[config.mk]
export PLATFORM = sky130hd
export DESIGN_NAME = bias_seq_ctrl
export DESIGN_NICKNAME = d
export VERILOG_FILES = /design/src/rtl/bias_seq_ctrl.sv
export SDC_FILE = /design/constraint.sdc
export NUM_CORES = 1
export LEC_CHECK = 0
export ABC_AREA = 1
export CORE_MARGIN = 1.5
export CORE_UTILIZATION = 30
export CTS_CLUSTER_DIAMETER = 200
export DETAILED_ROUTE_END_ITERATION = 7
export GPL_ROUTABILITY_DRIVEN = 0
export SYNTH_ARGS = -nofsm -noshare
export SYNTH_HDL_FRONTEND = slang
export SYNTH_SLANG_ARGS = --single-unit
[constraint.sdc]
create_clock -name CLK_I -period 2 [get_ports CLK_I]
set_clock_uncertainty 0.2 [all_clocks]
set_input_delay 0.4 -clock CLK_I [delete_from_list [all_inputs] [get_ports CLK_I]]
set_output_delay 0.4 -clock CLK_I [all_outputs]
set_load 0.02 [all_outputs]
[src/rtl/bias_seq_ctrl.sv]
// Bandgap / bias sequencer: startup pulse, settle wait, retried fault handling,
// inrush-limited channel grant and shadowed trim application.
module bias_seq_ctrl #(
   parameter int unsigned NCH         = 4,
   parameter int unsigned TRIM_W      = 5,
   parameter int unsigned STARTUP_CYC = 16,
   parameter int unsigned SETTLE_CYC  = 64,
   parameter int unsigned MAX_RETRY   = 2
) (
   input  logic              CLK_I,
   input  logic              RSTN_I,
   input  logic              EN_I,
   input  logic [NCH-1:0]    CH_EN_I,
   input  logic              EN_VBIAS_I,
   input  logic [TRIM_W-1:0] TRIM_VBG_I,
   input  logic [TRIM_W-1:0] TRIM_CURV_I,
   input  logic [3:0]        TRIM_BIAS_I,
   input  logic              TRIM_LD_I,
   input  logic              BG_VALID_N_I,
   output logic              BG_EN_O,
   output logic              BG_STARTUP_O,
   output logic              EN_VBIAS_O,
   output logic [TRIM_W-1:0] TRIM_VBG_O,
   output logic [TRIM_W-1:0] TRIM_CURV_O,
   output logic [3:0]        TRIM_BIAS_O,
   output logic [NCH-1:0]    CH_EN_O,
   output logic              READY_O,
   output logic              FAULT_O
);

   localparam int unsigned MAX_CYC = (STARTUP_CYC > SETTLE_CYC) ? STARTUP_CYC : SETTLE_CYC;
   localparam int unsigned CNT_W   = (MAX_CYC < 2) ? 1 : $clog2(MAX_CYC);
   localparam int unsigned RTY_W   = (MAX_RETRY < 1) ? 1 : $clog2(MAX_RETRY + 1);

   typedef enum logic [2:0] {
      S_OFF, S_STARTUP, S_SETTLE, S_READY, S_RETRIM, S_FAULT
   } state_t;

   state_t            state_q, state_d;
   logic [CNT_W-1:0]  cnt_q, cnt_d;
   logic [RTY_W-1:0]  retry_q, retry_d;
   logic [TRIM_W-1:0] vbg_q, vbg_d, curv_q, curv_d;
   logic [3:0]        bias_q, bias_d;
   logic [1:0]        sync_q;
   logic              valid;
   logic              fault_path;
   logic [NCH-1:0]    pend, grant, ch_d;
   logic              bg_en_d, startup_d, vbias_d, ready_d, fault_d;
   logic [TRIM_W-1:0] vbg_o_d, curv_o_d;
   logic [3:0]        bias_o_d;

   // Analog valid flag resynchronised; idles at "not valid".
   always_ff @(posedge CLK_I or negedge RSTN_I) begin
      if (!RSTN_I) sync_q <= 2'b11;
      else         sync_q <= {sync_q[0], BG_VALID_N_I};
   end

   assign valid = ~sync_q[1];

   // Next state, counters, shadow trims and next registered outputs.
   always_comb begin
      state_d    = state_q;
      cnt_d      = cnt_q + CNT_W'(1);
      retry_d    = retry_q;
      vbg_d      = vbg_q;
      curv_d     = curv_q;
      bias_d     = bias_q;
      ch_d       = '0;
      fault_path = 1'b0;
      pend       = CH_EN_I & ~CH_EN_O;
      grant      = pend & (~pend + NCH'(1));

      unique case (state_q)
         S_OFF: begin
            cnt_d   = '0;
            retry_d = '0;
            if (EN_I) begin
               vbg_d   = TRIM_VBG_I;
               curv_d  = TRIM_CURV_I;
               bias_d  = TRIM_BIAS_I;
               state_d = S_STARTUP;
            end
         end
         S_STARTUP: begin
            if (cnt_q == CNT_W'(STARTUP_CYC - 1)) begin
               cnt_d   = '0;
               state_d = S_SETTLE;
            end
         end
         S_SETTLE: begin
            if (cnt_q == CNT_W'(SETTLE_CYC - 1)) begin
               cnt_d = '0;
               if (valid) begin
                  retry_d = '0;
                  state_d = S_READY;
               end else begin
                  fault_path = 1'b1;
               end
            end
         end
         S_READY: begin
            cnt_d = '0;
            if (!valid) begin
               fault_path = 1'b1;
            end else if (TRIM_LD_I) begin
               vbg_d   = TRIM_VBG_I;
               curv_d  = TRIM_CURV_I;
               bias_d  = TRIM_BIAS_I;
               state_d = S_RETRIM;
            end else begin
               // Drop released channels at once, add at most one new one per cycle.
               ch_d = (CH_EN_O & CH_EN_I) | grant;
            end
         end
         S_RETRIM: begin
            cnt_d   = '0;
            state_d = S_SETTLE;
         end
         S_FAULT: cnt_d = '0;
         default: begin
            cnt_d   = '0;
            state_d = S_OFF;
         end
      endcase

      if (fault_path) begin
         cnt_d = '0;
         if (retry_q < RTY_W'(MAX_RETRY)) begin
            retry_d = retry_q + RTY_W'(1);
            state_d = S_STARTUP;
         end else begin
            state_d = S_FAULT;
         end
      end

      // Disable wins over every other transition.
      if (!EN_I) begin
         state_d = S_OFF;
         cnt_d   = '0;
         retry_d = '0;
         ch_d    = '0;
      end

      bg_en_d   = (state_d != S_OFF);
      startup_d = (state_d == S_STARTUP);
      ready_d   = (state_d == S_READY);
      fault_d   = (state_d == S_FAULT);
      vbias_d   = (state_d == S_READY) & EN_VBIAS_I;
      vbg_o_d   = (state_d == S_OFF) ? '0 : vbg_d;
      curv_o_d  = (state_d == S_OFF) ? '0 : curv_d;
      bias_o_d  = (state_d == S_OFF) ? '0 : bias_d;
   end

   always_ff @(posedge CLK_I or negedge RSTN_I) begin
      if (!RSTN_I) begin
         state_q      <= S_OFF;
         cnt_q        <= '0;
         retry_q      <= '0;
         vbg_q        <= '0;
         curv_q       <= '0;
         bias_q       <= '0;
         BG_EN_O      <= 1'b0;
         BG_STARTUP_O <= 1'b0;
         EN_VBIAS_O   <= 1'b0;
         TRIM_VBG_O   <= '0;
         TRIM_CURV_O  <= '0;
         TRIM_BIAS_O  <= '0;
         CH_EN_O      <= '0;
         READY_O      <= 1'b0;
         FAULT_O      <= 1'b0;
      end else begin
         state_q      <= state_d;
         cnt_q        <= cnt_d;
         retry_q      <= retry_d;
         vbg_q        <= vbg_d;
         curv_q       <= curv_d;
         bias_q       <= bias_d;
         BG_EN_O      <= bg_en_d;
         BG_STARTUP_O <= startup_d;
         EN_VBIAS_O   <= vbias_d;
         TRIM_VBG_O   <= vbg_o_d;
         TRIM_CURV_O  <= curv_o_d;
         TRIM_BIAS_O  <= bias_o_d;
         CH_EN_O      <= ch_d;
         READY_O      <= ready_d;
         FAULT_O      <= fault_d;
      end
   end

endmodule

Word level (Yosys, flattened, before mapping)
Index checks and enable logic that the tools add are counted.

Bits in registers: 50. Bits of input ports: 24. Output and inout bits: 23. Logic and storage cells: 82.

Add/sub/neg operators: 3. Magnitude comparators: 1. Equal/unequal tests: 10. Mux-type cells: 42. Bitwise logic cells: 7. Reduce and logical (&&, ||, !) cells: 3.

Operators with widths (count): 5-bit two-way mux (8); 4-bit two-way mux (8); 3-bit two-way mux (8); 6-bit two-way mux (4); 5-bit case mux with 2 select lines (2); 3-bit case mux with 6 select lines (1); 4-bit AND (3); 6-bit case mux with 2 select lines (1); 2-bit two-way mux (5); 3-bit by 2-bit equality test with 1-bit output, second input constant (3); 3-bit equality test, second input constant (3); 4-bit inverter (2); 4-bit case mux with 2 select lines (1); 6-bit by 1-bit adder with 6-bit output, second input constant (1); 3-bit by 1-bit equality test with 1-bit output, second input constant (2); 6-bit by 4-bit equality test with 1-bit output, second input constant (1); 6-bit equality test, second input constant (1); 3-bit zero test (2); 4-bit by 1-bit adder with 4-bit output, second input constant (1); 4-bit bitwise OR (1); 2-bit case mux with 2 select lines (1); 3-bit nonzero test (1); 2-bit by 1-bit adder with 2-bit output, second input constant (1); 2-bit less-than comparator, second input constant (1); 3 further kinds (4).

Logic depth before layout (Yosys ltp)
Depth after elaboration: 10. Gate-level depth with buffers: 11. Depth with buffers taken out: 10.

Worst setup path after synthesis
Ideal clock, no wire load.

Path kind: flip-flop to flip-flop. Start point: register cnt_q[0]. End point: register TRIM_BIAS_O[0]. Setup time: 124 ps. Arrival: 1559 ps. Required time: 1676 ps. Slack: 117 ps. Cell stages (with the launch flop): 12. Buffers on the path: 1. Clock period less this slack: 1883 ps. Cell sequence: dfrtp_1 > ha_1 > nand3_1 > nor2_2 > nand3_2 > nand2_2 > inv_1 > nand3_2 > nand2_2 > nor2_4 > buf_6 > nor2_2.

Longest elaborated chain between the ends: 7. Elaborated cells between the ends (all ways): 11. Those cells by class: eq/ne (2); mux (8); reduce/logical (1).

RTL lines: start: declaration (line 40) `logic [CNT_W-1:0] cnt_q, cnt_d;`; start signal: assignment (line 173) `cnt_q <= cnt_d;`; 6-bit equality test or 6-bit by 4-bit equality test with 1-bit output (tied branches) (line 91, 85); 3-bit two-way mux, or another cell as far along (line 91) `if (cnt_q == CNT_W'(SETTLE_CYC - 1)) begin`; 3-bit case mux with 6 select lines or 1-bit case mux with 2 select lines (tied branches) (line 73) `unique case (state_q)`; 3-bit two-way mux * (line 126) `if (fault_path) begin`; 3-bit two-way mux * (line 137) `if (!EN_I) begin`; 3-bit zero test * (line 151) `bias_o_d = (state_d == S_OFF) ? '0 : bias_d;`; 4-bit two-way mux * (line 151); named net bias_o_d[0] (line 50) `logic [3:0] bias_o_d;`; end signal: assignment (line 183) `TRIM_BIAS_O <= bias_o_d;`; end: declaration (line 25) `output logic [3:0] TRIM_BIAS_O,`.

Mark *: on every way through the listed nets, which the timed path passes. The rest lies on a longest branch.

Worst setup path in the final report
Start point: register cnt_q[0]. End point: register TRIM_BIAS_O[0].

Longest elaborated chain between the ends: 7. Elaborated cells between the ends (all ways): 11. Those cells by class: eq/ne (2); mux (8); reduce/logical (1).

RTL lines: 6-bit equality test or 6-bit by 4-bit equality test with 1-bit output (tied branches) (line 91, 85); 3-bit two-way mux, or another cell as far along (line 91); 3-bit case mux with 6 select lines or 1-bit case mux with 2 select lines (tied branches) (line 73); 3-bit two-way mux * (line 126); 3-bit two-way mux * (line 137); named net state_d[0] (line 39) `state_t state_q, state_d;`; 3-bit zero test * (line 151); 4-bit two-way mux * (line 151); named net bias_o_d[0] (line 50).

Marks and branches as above.

==> summary.md <==
| Metric | Value |
|---|---|
| Run status | finished, final reports clean |
| Worst-margin pin slew | 0.464 ns |
| EDFF count, synth | 0 |
| Dpl ws | -0.152 ns |
| Root buf cell | clkbuf_8 |
| Hold WS | 0.147 ns |
| Die area | 0.00758 sq mm |
| Chip height | 87.1 um |
| YS warnings | 0 |
| DRC | 0 |
| Final setup vio count | 0 |
| Initial antenna violation count | 0 |
| H-tree levels | 2 |
| Power per cell area | 716 mW/mm^2 |
| Crit path cell chain | ha_4, buf_4, nand4_1, nand2_2, nand3_2, nor2_4, nor2_4, nor2_4, clkbuf_16, nor2_2 |
| Switching pwr | 555 uW |
| Leak pwr | 1.51 nW |
| Routed WL | 4.43 mm |
| CTS buffer count | 5 |
| First-pass GRT wire length | 7.20 mm |
| Via count | 1648 |
| Synth area leaders | dfrtp_1 (57%), inv_1 (8.1%), nor2_1 (5.8%), nand2_1 (3.9%), nor2_2 (3.5%) |
| Count leader, synth | dfrtp_1 |
| Clock-pin slew on the worst setup and hold paths | 0.09 ns |
| Comb power frac | 16.3% |
| CTS tree | done |
| Core area | 0.00679 sq mm |
| Clock Power Share | 34.1% |
| Syn Inst Count | 224 |
| Maximum Capacitance Violations | 0 |
| Sequential share of power | 49.6% |
| Clk_lat worst skew | 0.31 ns |
| Synth Cell Area | 0.00212 sq mm |
| Routed WL per cell | 11.2 um |
| Tot GR Track Use | 12.3% |
| # IOs | 47 |
| First-iteration detailed-routing DRC count | 131 |
| Yosys top cell by area | dfrtp_1 |
| Antenna viol nets, final | 0 |
| Vias/cell | 4.16 |
| VDD IR max | 0.280 mV |
| FMAX | 516 MHz |
| Mean post-synth cell area | 9.46 sq um |
| CTS max path bufs | 2 |
| CP Capture Type | register |
| Critical path type | register to register |
| Yosys top cell area share | 56.7% |
| Detailed Place HPWL | 2.99 mm |
| CTS sink cnt | 50 |
| Drt first pass iters | 4 |
| I/O Buffers | 46 |
| Commonest cells post-synth | dfrtp_1 (48), inv_1 (46), nor2_1 (33), nand2_1 (22), nor2_2 (12) |
| Final hold violation count | 0 |
| CP max stage cell | dfrtp_1 |
| Post-synthesis sequential area ratio | 59.1% |
| Syn nets | 249 |
| Synth-to-layout area growth | 46.3% |
| CP Max Fanout | 7 |
| Most common cell on crit path | nor2_4 |
| Share of layout cells above drive strength 1 | 24.7% |
| Max incr delay on CP | 0.41 ns |
| Fin. max-slew vios | 0 |
| Max-slew headroom | 69.1% |
| Largest net degree at the start of global routing | 27 |
| RSZ-0062 raised after global routing | yes |
| Number of global-route vias before repair | 1534 |
| Switching share of power | 25.0% |
| Worst Path Arrival | 1.94 ns |
| Crit path launch type | register |
| Placed cells | 377 |
| Fin cells | 396 |
| Period utilization | 96.9% |
| WP data required | 2.00 ns |
| Overall die width | 87.1 um |
| Number of antenna repair diodes | 0 |
| PnR worst setup slack | 0.0626 ns |
| Main synth FF type | dfrtp_1 |
| Async SR Flop Fraction | 100% |
| Synth unique cells | 28 |
| NumNets Final | 324 |
| Pint | 1.67 mW |
| Starting Density | 31.2% |
| Synthesized flop and latch total | 50 |
| Congestion Overflow GR | 0 |
| Fin crit period | 1.94 ns |
| Worst hold path class | register to register |
| FP Rows | 30 |
-- worst max-delay path: cells and delay by family, from the launching register on --
kind	cells	cell delay, ns
and+or+nand+nor	7	0.76
DFF	1	0.41
buffers and inverters	2	0.30
adders and majority gates	1	0.16
-- power by group through the flow --
stage | combinational [mW] | sequential [mW] | clock, mW
floorplan | 0.138 | 1.15 | 0
global placement | 0.336 | 1.12 | 0
detailed placement | 0.340 | 1.12 | 0
CTS | 0.343 | 1.10 | 0.781
global route | 0.404 | 1.11 | 0.829
finish | 0.361 | 1.10 | 0.757
-- state kept, by name (all words and copies together) (netlist names) --
| register | flops |
|---|---|
| state_q | 3 |
| bias_q | 4 |
| sync_q | 2 |
| TRIM_BIAS_O | 4 |
| retry_q | 2 |
| curv_q | 5 |
| TRIM_VBG_O | 5 |
| READY_O | 1 |
| vbg_q | 5 |
| BG_STARTUP_O | 1 |
| EN_VBIAS_O | 1 |
| TRIM_CURV_O | 5 |
| CH_EN_O | 4 |
| FAULT_O | 1 |
| cnt_q | 6 |
| BG_EN_O | 1 |
-- metrics by stage --
step                total power [mW]  utilization, %  setup TNS, ns  cell area (sq um)
global route                    2.34            45.7         -0.591               3100
global placement                1.46            41.4          -2.19               2810
floorplan                       1.29               -              0               2120
CTS                             2.23            43.3              0               2940
detailed placement              1.46            41.4          -2.57               2810
finish                          2.22            45.7              0               3100
-- cell type report --
| type | instances | area (sq um) |
|---|---|---|
| Fill cell | 667 | 3690 |
| Sequential cell | 50 | 1260 |
| Multi-Input combinational cell | 121 | 716 |
| Timing Repair Buffer | 71 | 701 |
| Inverter | 50 | 188 |
| Tap cell | 96 | 120 |
| Clock buffer | 6 | 82.6 |
| Clock inverter | 2 | 38.8 |
-- path summary, 6_finish.rpt --
check | from | endpoint | slack [ns] | depth (start not counted)
max | cnt_q[0] | TRIM_BIAS_O[0] | 0.06 | 10
min | sync_q[0] | sync_q[1] | 0.15 | 0
max reg2reg | cnt_q[0] | TRIM_BIAS_O[0] | 0.06 | 10
min reg2reg | sync_q[0] | sync_q[1] | 0.15 | 0
max in group asynchronous | RSTN_I | sync_q[0] | 0.63 | 3
min in group asynchronous | RSTN_I | TRIM_CURV_O[3] | 0.37 | 2
-- cells by family after synthesis --
group	Yosys count	share of synthesized area (%)
compound gates	26	7.56
xor+xnor	3	1.24
fa+ha+maj	1	0.590
buf+inv	53	10.2
flops	50	59.1
simple gates	91	21.3
-- cells in the final DEF, fill, tap and decap left out, types with 2 or more instances in the layout --
master | netlist | layout
nand3_2 | 4 | 5
buf_12 | 0 | 3
nor2_2 | 12 | 10
dfrtp_1 | 48 | 46
clkdlybuf4s50_1 | 0 | 45
inv_1 | 46 | 45
nand2_2 | 5 | 6
clkbuf_8 | 0 | 6
xor2_1 | 2 | 2
buf_4 | 0 | 20
inv_2 | 4 | 5
o21ai_0 | 8 | 8
nor3b_1 | 2 | 2
a31oi_1 | 10 | 10
nand2_1 | 22 | 19
a211oi_1 | 2 | 2
dfstp_2 | 2 | 2
nor2_1 | 33 | 32
nand2_4 | 0 | 2
a21oi_1 | 3 | 3
nor2_4 | 2 | 5
nand3_1 | 7 | 5
dfrtp_2 | 0 | 2
-- routing by layer --
metal	wire [um]	GRT usage, %	vias up	share of wire, %
li1	-	-	830	-
met1	2050	16.7	771	46
met2	2110	18.7	40	48
met3	187	2.94	7	4.2
met4	88	5.28	0	2.0
met5	0	0	-	0
-- timing repair --
| item | CTS | global route |
|---|---|---|
| hold endpoints to repair | 18 | 0 |
| endpoints found under the setup margin | 0 | 16 |
| gates resized for setup | 0 | 17 |
| hold buffers | 1 | 0 |
| buffers inserted | 0 | 9 |
Note: power is estimated with default switching activity, not from simulation.
